## src/rtl/mod_cnt.sv

```systemverilog
// mod_cnt: up/down counter with a runtime upper bound (0..limit inclusive),
// synchronous load with clamping, and a registered terminal-count pulse.
// SATURATE selects between wrapping and holding at the bounds.
module mod_cnt #(
    parameter int WIDTH    = 4,
    parameter bit SATURATE = 1'b0
) (
    input  logic             clk,
    input  logic             rst,
    input  logic             en,
    input  logic             up,
    input  logic             load,
    input  logic [WIDTH-1:0] count_in,
    input  logic [WIDTH-1:0] limit,
    output logic [WIDTH-1:0] count,
    output logic             tc,
    output logic             at_zero,
    output logic             at_limit
);

    logic [WIDTH-1:0] nxt_count;
    logic             nxt_tc;

    // Next-state: load beats enable; tc only asserts on a wrap event.
    always_comb begin
        nxt_count = count;
        nxt_tc    = 1'b0;
        if (load) begin
            // Loads above the bound are clamped so count never starts out of range.
            nxt_count = (count_in > limit) ? limit : count_in;
        end else if (en) begin
            if (up) begin
                if (count >= limit) begin
                    // At or past the bound (also covers a limit lowered under count).
                    nxt_count = SATURATE ? limit : '0;
                    nxt_tc    = !SATURATE;
                end else begin
                    nxt_count = count + 1'b1;
                end
            end else begin
                if (count > limit) begin
                    // Limit was lowered below count: snap back into range, no wrap.
                    nxt_count = limit;
                end else if (count == '0) begin
                    nxt_count = SATURATE ? '0 : limit;
                    nxt_tc    = !SATURATE;
                end else begin
                    nxt_count = count - 1'b1;
                end
            end
        end
    end

    // State register; reset clears any pending wrap/tc on the same edge.
    always_ff @(posedge clk) begin
        if (rst) begin
            count <= '0;
            tc    <= 1'b0;
        end else begin
            count <= nxt_count;
            tc    <= nxt_tc;
        end
    end

    assign at_zero  = (count == '0);
    assign at_limit = (count >= limit);

endmodule

```

## config.mk

```make
export PLATFORM = sky130hd
export DESIGN_NAME = mod_cnt
export DESIGN_NICKNAME = d
export VERILOG_FILES = /design/src/rtl/mod_cnt.sv
export SDC_FILE = /design/constraint.sdc
export NUM_CORES = 1
export LEC_CHECK = 0
export CAP_MARGIN = 10
export CORE_MARGIN = 2
export CORE_UTILIZATION = 40
export CTS_BUF_LIST = sky130_fd_sc_hd__clkbuf_4
export CTS_CLUSTER_SIZE = 20
export DETAILED_ROUTE_END_ITERATION = 8
export GPL_TIMING_DRIVEN = 0
export PLACE_DENSITY = 0.76
export SYNTH_ARGS = -nofsm -noshare
export SYNTH_HDL_FRONTEND = slang
export SYNTH_SLANG_ARGS = --single-unit
```

## constraint.sdc

```tcl
create_clock -name clk -period 2.2 [get_ports clk]
set_input_delay 0.22 -clock clk [delete_from_list [all_inputs] [get_ports clk]]
set_output_delay 0.22 -clock clk [all_outputs]
set_load 0.05 [all_outputs]
```

==> results of run 1 <==
==> state kept, by name, summed over array words and instances, names as in the netlist <==
name	cells
count	4
tc	1
==> worst max-delay path by stage <==
stage / startpoint / to / slack [ns] / cells past startpoint
2_1_floorplan: count[1]$_SDFFE_PP0P_ / count[0]$_SDFFE_PP0P_ / 0.06 / 7
3_3_place_gp: limit[1] / at_limit / -0.41 / 8
3_5_place_dp: limit[2] / at_limit / -0.49 / 7
4_1_cts: limit[2] / at_limit / 0.05 / 7
5_1_grt: limit[1] / at_limit / 0.02 / 8
6_report: limit[1] / at_limit / 0.08 / 8
==> what timing repair did <==
item                                    in CTS  in global routing
endpoints found under the setup margin       1                  3
resized for setup                            5                  4
hold endpoints to repair                     0                  0
==> worst max-delay path, delay by kind of cell <==
| kind | cells | cell delay [ns] |
|---|---|---|
| AOI/OAI and AO/OA | 1 | 0.17 |
| adders and majority gates | 1 | 0.32 |
| buffers and inverters | 4 | 0.78 |
| and+or+nand+nor | 2 | 0.39 |
==> synthesized netlist by cell type, drive strengths merged, types with 2 or more instances <==
cell,instances,area [µm²]
a21oi,2,10.01
a221oi,3,45.04
buf,2,10.01
nor2,6,22.52
dfxtp,5,100.1
o21ai,7,35.03
nor3,7,35.03
a31oi,3,18.77
o31ai,3,22.52
nand4,2,12.51
and3,2,13.77
inv,9,33.79
a211o,3,26.28
ha,10,125.1
nand3,7,35.03
xnor2,3,26.28
mux2i,2,20.02
a211oi,2,15.01
nor2b,2,20.02
clkbuf,3,11.26
nand2,4,15.01
a221o,2,20.02
==> layout make-up <==
type / instances / area (µm²) / area share
timing repair buffer: 19 / 190.2 / 0.1905
clock buffer: 4 / 30.03 / 0.03008
inverter: 10 / 37.54 / 0.03759
buffer: 5 / 21.27 / 0.02130
tap: 25 / 31.28 / 0.03133
multi-input combinational: 77 / 588.1 / 0.5890
sequential: 5 / 100.1 / 0.1003
==> placed cells by master (no fill, tap or decap), drive strengths merged, types with 2 or more instances in the layout <==
| cell type | instances |
|---|---|
| clkdlybuf4s50 | 17 |
| ha | 10 |
| inv | 10 |
| clkbuf | 8 |
| nand3 | 7 |
| nor3 | 7 |
| o21ai | 7 |
| nor2 | 6 |
| dfxtp | 5 |
| nand2 | 4 |
| o31ai | 3 |
| xnor2 | 3 |
| a31oi | 3 |
| a211o | 3 |
| a221oi | 3 |
| buf | 2 |
| nand4 | 2 |
| a21oi | 2 |
| mux2i | 2 |
| a211oi | 2 |
| a221o | 2 |
| nor2b | 2 |
| and3 | 2 |
==> routing by layer <==
layer	GRT usage	vias to the layer above	wire length (µm)
met1	0.2334	358	807
met4	0.08333	0	27
met5	0	-	0
li1	-	411	-
met2	0.3452	22	953
met3	0.01154	5	49
==> power groups by stage <==
stage          registers (mW)  logic, mW  clock network [mW]
2_1_floorplan           0.148      0.205                   0
3_3_place_gp            0.118      0.324                   0
3_5_place_dp            0.118      0.333                   0
4_1_cts                 0.117      0.329               0.118
5_1_grt                 0.119      0.362               0.127
6_report                0.118      0.331               0.117
==> kinds of logic (layout without fill, tap and decap cells) <==
group / after synthesis / after routing / share of synthesized area
and+or+nand+nor: 33 / 33 / 0.2374
AOI/OAI and AO/OA: 28 / 28 / 0.3064
buffers and inverters: 15 / 38 / 0.07913
adders and majority gates: 10 / 10 / 0.1684
DFF: 5 / 5 / 0.1347
xor gates and xnor gates: 4 / 4 / 0.04715
muxes: 2 / 2 / 0.02694
==> metrics by stage <==
stage          utilization  worst slack, ns
2_1_floorplan            -          0.06031
3_3_place_gp        0.5527          -0.4134
3_5_place_dp        0.5527          -0.4865
4_1_cts             0.5670          0.05158
5_1_grt             0.5720          0.01755
6_report            0.5720          0.07991
==> flow_metrics.py, run 1 <==
metrics = {
    "global_routing": {
        "gr-usage-all-layers": 0.1919,
        "grt-ovfl-total": 0,
        "antenna_found_initial": 0,
        "grt_pass1_vias": 695,
        "grt_max_degree": 11,
        "grt_pass1_wl_um": 2973,
    },
    "outcome": {
        "outcome": "completed",
    },
    "critical_path": {
        "cp.arrival_ns": 1.90,
        "end_kind": "primary output",
        "r2r_setup_slack_ns": 0.23,
        "reg2reg_to": "count[0]$_SDFFE_PP0P_",
        "path_max_fanout": 5,
        "cp_data_required_time_ns": 1.98,
        "crit_chain": "clkdlybuf4s50_1 -> inv_1 -> ha_1 -> nor2b_4 -> o211ai_2 -> and3_2 -> inv_2 -> clkbuf_4",
        "critPathMaxStageDelay_ns": 0.45,
        "r2r-start": "count[1]$_SDFFE_PP0P_",
        "start_kind": "primary input",
        "reg2reg_depth": 7,
        "crit_path_top_delay_cell": "clkdlybuf4s50_1",
        "worstSetupPathType": "primary input to primary output",
    },
    "drt": {
        "num_vias": 796,
        "avgViaCountPerCell": 5.490,
        "wirelength_um": 1837,
        "antenna_left": 0,
        "drt_iter0_drc": 7,
        "remaining_drc_errors": 0,
        "first_pass_iters": 4,
        "avgRoutedWirePerCell_um": 12.67,
    },
    "min_path": {
        "whs_path_depth": 2,
        "min_path_type": "primary input to flip-flop",
        "whs_endpoint": "tc$_SDFF_PP0_",
        "min-delay-start": "rst",
    },
    "timing": {
        "setup_viol": 0,
        "fmax_mhz": 471.7,
        "grt_setup_unrepaired": "no",
        "max_slew_margin": 0.6673,
        "holdWs_ns": 0.6950,
        "layout_min_cycle_time_ns": 2.120,
        "fin_tns_setup_ns": 0,
        "drv_slew": 0,
        "worst_pin_slew_ns": 0.4982,
        "finalCritPeriodShare": 0.9637,
        "finalHoldViolCount": 0,
        "fin_skew_ns": 0.0002294,
    },
    "cts": {
        "numCtsBuffers": 3,
        "tritoncts": "done",
        "postCtsHoldBufs": 0,
        "cts-root-buf": "clkbuf_4",
        "clk_latency_ns": 0.24,
        "htree_num_levels": 1,
        "clk_pin_slew_worst_paths_ns": 0.04,
        "cts_sinks": 5,
        "clk_path_buf_depth": 2,
        "cts_setup_buffers": 0,
    },
    "power": {
        "totalPowerFinal_uw": 565.5,
        "switching_power_uw": 245.9,
        "switching_share": 0.4348,
        "comb_power_share": 0.585,
        "power_density_nw_per_um2": 566.4,
        "max-vdd-ir-drop_mv": 0.2367,
        "seqPwrFrac": 0.208,
        "p_leak_nw": 0.4489,
        "clockPowerShare": 0.206,
        "p_int_uw": 319.7,
    },
    "placed_design": {
        "hpwl_um": 1528,
        "gp_congestion": 0.8612,
        "portBuffers": 19,
        "place_area_um2": 964.7,
        "placedCellCount": 141,
    },
    "layout": {
        "final_layout_size_suffix_gt1_frac": 0.1500,
        "num-nets-final": 144,
        "area_growth_pct": 34.34,
        "final_cells": 145,
        "stdcell_area_um2": 998.5,
        "num_antenna_cells": 0,
        "fillers": 183,
    },
    "floorplanning": {
        "rows": 15,
        "core_um2": 1745,
        "die_w_um": 47.11,
        "die_y_um": 47.11,
        "die_area_um2": 2219,
        "ios": 20,
        "start_util": 0.4258,
    },
    "synthesis": {
        "synth_fp_nets": 120,
        "synth_edf_count": 0,
        "synth-seq-cells": 5,
        "ys_async_sr_fraction": 0,
        "seq_area_frac_synth": 0.1347,
        "ys_types": 34,
        "synth_ff_type": "dfxtp_1",
        "syn_area_um2": 743.2,
        "netlist_instances": 97,
        "synth_area_per_cell_um2": 7.662,
        "ys_warn_count": 0,
    },
    "flow_run": {
        "drv_cap": 0,
    },
}
(Power assumes the default switching activity.)
==> run 2: changes to the inputs <==
--- a/config.mk
+++ b/config.mk
@@ -6,13 +6,15 @@
 export NUM_CORES = 1
 export LEC_CHECK = 0
 export CAP_MARGIN = 10
+export CELL_PAD_IN_SITES_DETAIL_PLACEMENT = 0
+export CELL_PAD_IN_SITES_GLOBAL_PLACEMENT = 1
 export CORE_MARGIN = 2
-export CORE_UTILIZATION = 40
+export CORE_UTILIZATION = 35
 export CTS_BUF_LIST = sky130_fd_sc_hd__clkbuf_4
 export CTS_CLUSTER_SIZE = 20
 export DETAILED_ROUTE_END_ITERATION = 8
 export GPL_TIMING_DRIVEN = 0
-export PLACE_DENSITY = 0.76
+export PLACE_DENSITY = 0.89
 export SYNTH_ARGS = -nofsm -noshare
 export SYNTH_HDL_FRONTEND = slang
 export SYNTH_SLANG_ARGS = --single-unit
==> run 2 against run 1 <==
  * Worst hold slack worse by 0.0079 ns
  * Routed wire length is 0.16% lower
  * Register-to-register slack improved by 0.02 ns
  * Count of clock-buffer cells in the layout stayed put
  * Global-route usage decreased by 2.8 points
  * Flip-flop and latch count unchanged
  * Power grew 0.31%
  * Sequential power is essentially flat
  * First-iteration DRC count up 14%
  * Highest routed layer is now met3
==> flow_metrics.py, run 2 (synthesis results as in run 1) <==
metrics = {
    "outcome": {
        "outcome": "completed",
    },
    "global_routing": {
        "grt_max_degree": 11,
        "gr-usage-all-layers": 0.1638,
        "grt_pass1_vias": 780,
        "grt-ovfl-total": 0,
        "grt_pass1_wl_um": 3270,
        "antenna_found_initial": 0,
    },
    "timing": {
        "finalHoldViolCount": 0,
        "max_slew_margin": 0.6667,
        "setup_viol": 0,
        "worst_pin_slew_ns": 0.4992,
        "fmax_mhz": 477.6,
        "setup_slack_ns": 0.1061,
        "finalCritPeriodShare": 0.9518,
        "layout_min_cycle_time_ns": 2.094,
        "drv_slew": 0,
        "fin_skew_ns": 0.001836,
        "grt_setup_unrepaired": "yes",
    },
    "cts": {
        "cts_setup_buffers": 0,
        "clk_pin_slew_worst_paths_ns": 0.04,
        "cts_sinks": 5,
        "clk_latency_ns": 0.24,
        "htree_num_levels": 1,
        "cts-root-buf": "clkbuf_4",
        "numCtsBuffers": 3,
        "tritoncts": "done",
        "clk_path_buf_depth": 2,
    },
    "placed_design": {
        "gp_congestion": 0.8178,
        "hpwl_um": 1525,
        "dpl_worst_slack_ns": -0.4376,
        "portBuffers": 19,
        "place_area_um2": 967.2,
    },
    "min_path": {
        "min_path_type": "primary input to flip-flop",
    },
    "floorplanning": {
        "die_y_um": 50.08,
        "start_util": 0.3750,
        "rows": 16,
        "core_um2": 1982,
        "die_w_um": 50.08,
        "ios": 20,
        "die_area_um2": 2508,
    },
    "drt": {
        "num_vias": 787,
        "antenna_left": 0,
        "remaining_drc_errors": 0,
        "drt_iter0_drc": 8,
        "wirelength_um": 1834,
        "avgViaCountPerCell": 5.354,
        "avgRoutedWirePerCell_um": 12.48,
        "first_pass_iters": 4,
    },
    "layout": {
        "final_layout_size_suffix_gt1_frac": 0.1417,
        "mostFrequentLayoutCell": "clkdlybuf4s50_1",
        "reg_top3": "count (4), tc (1)",
        "regMostFlops": "count",
        "num_antenna_cells": 0,
        "largest_reg_flops": 4,
        "stdcell_area_um2": 1001,
        "final_cell_mix": "clkdlybuf4s50_1, ha_1, inv_1, nand3_1, nor3_1",
        "area_growth_pct": 34.68,
        "num-nets-final": 144,
    },
    "critical_path": {
        "worstSetupPathType": "primary input to primary output",
        "start_kind": "primary input",
        "cp_data_required_time_ns": 1.98,
        "end_kind": "primary output",
        "cp.arrival_ns": 1.87,
        "path_max_fanout": 5,
    },
    "power": {
        "totalPowerFinal_uw": 567.3,
        "p_leak_nw": 0.4458,
        "power_density_nw_per_um2": 566.7,
        "max-vdd-ir-drop_mv": 0.1918,
    },
    "flow_run": {
        "drv_cap": 0,
    },
}
==> run 2: changes by cell type in the layout (fill, tap and decap cells not counted), sizes merged <==
cell	before	now
clkinv	0	1
inv	10	9
clkbuf	8	7
buf	2	3
==> run 2: per-layer routing <==
metal	global-route usage	wire, µm	up-vias	share of wire
met4	0.06944	0	0	0
met1	0.2149	851	359	0.46
met2	0.2785	899	20	0.49
met5	0	0	-	0
met3	0.003030	83	0	0.045
li1	-	-	408	-
==> run 2: layout make-up <==
type,instances,area [µm²]
Inverter,10,37.54
Clock buffer,4,30.03
Multi-Input combinational cell,77,590.6
Fill cell,189,980.9
Tap cell,27,33.78
Buffer,5,21.27
Timing Repair Buffer,19,187.7
Sequential cell,5,100.1
==> run 2: final timing paths <==
| kind | cells past startpoint | slack, ns | end | from |
|---|---|---|---|---|
| setup / recovery | 8 | 0.11 | at_limit | limit[1] |
| hold / removal | 2 | 0.69 | tc$_SDFF_PP0_ | rst |
| setup reg to reg | 7 | 0.25 | count[2]$_SDFFE_PP0P_ | count[1]$_SDFFE_PP0P_ |
| hold reg to reg | 3 | 0.80 | count[3]$_SDFFE_PP0P_ | count[3]$_SDFFE_PP0P_ |
==> run 2: worst max-delay path: stages <==
cell             delay (ns)
clkdlybuf4s50_1        0.45
inv_1                  0.10
ha_1                   0.32
nor2b_4                0.13
o211ai_2               0.17
and3_4                 0.24
inv_2                  0.04
buf_2                  0.20
==> run 2: report_power, final <==
group | internal (mW) | leakage (nW) | total [mW] | switching (mW)
combinational | 0.140 | 0.386 | 0.333 | 0.194
clock | 0.0808 | 0.0184 | 0.117 | 0.0363
sequential | 0.101 | 0.0415 | 0.117 | 0.0162
==> run 2: through the flow <==
stage	instances	util	setup TNS, ns	hold WS (ns)
after floorplan	97	-	0	0.2993
after global placement	143	0.4880	-0.5238	0.7809
after detailed placement	143	0.4880	-0.5997	0.7992
after CTS	147	0.5006	0	0.6815
after global routing	147	0.5051	-0.003094	0.7167
final	147	0.5051	0	0.6870
==> run 2: what timing repair did <==
item,CTS,global route
gates resized for setup,5,3
cloned,0,0
setup endpoints to repair,1,3
hold buffers,0,0
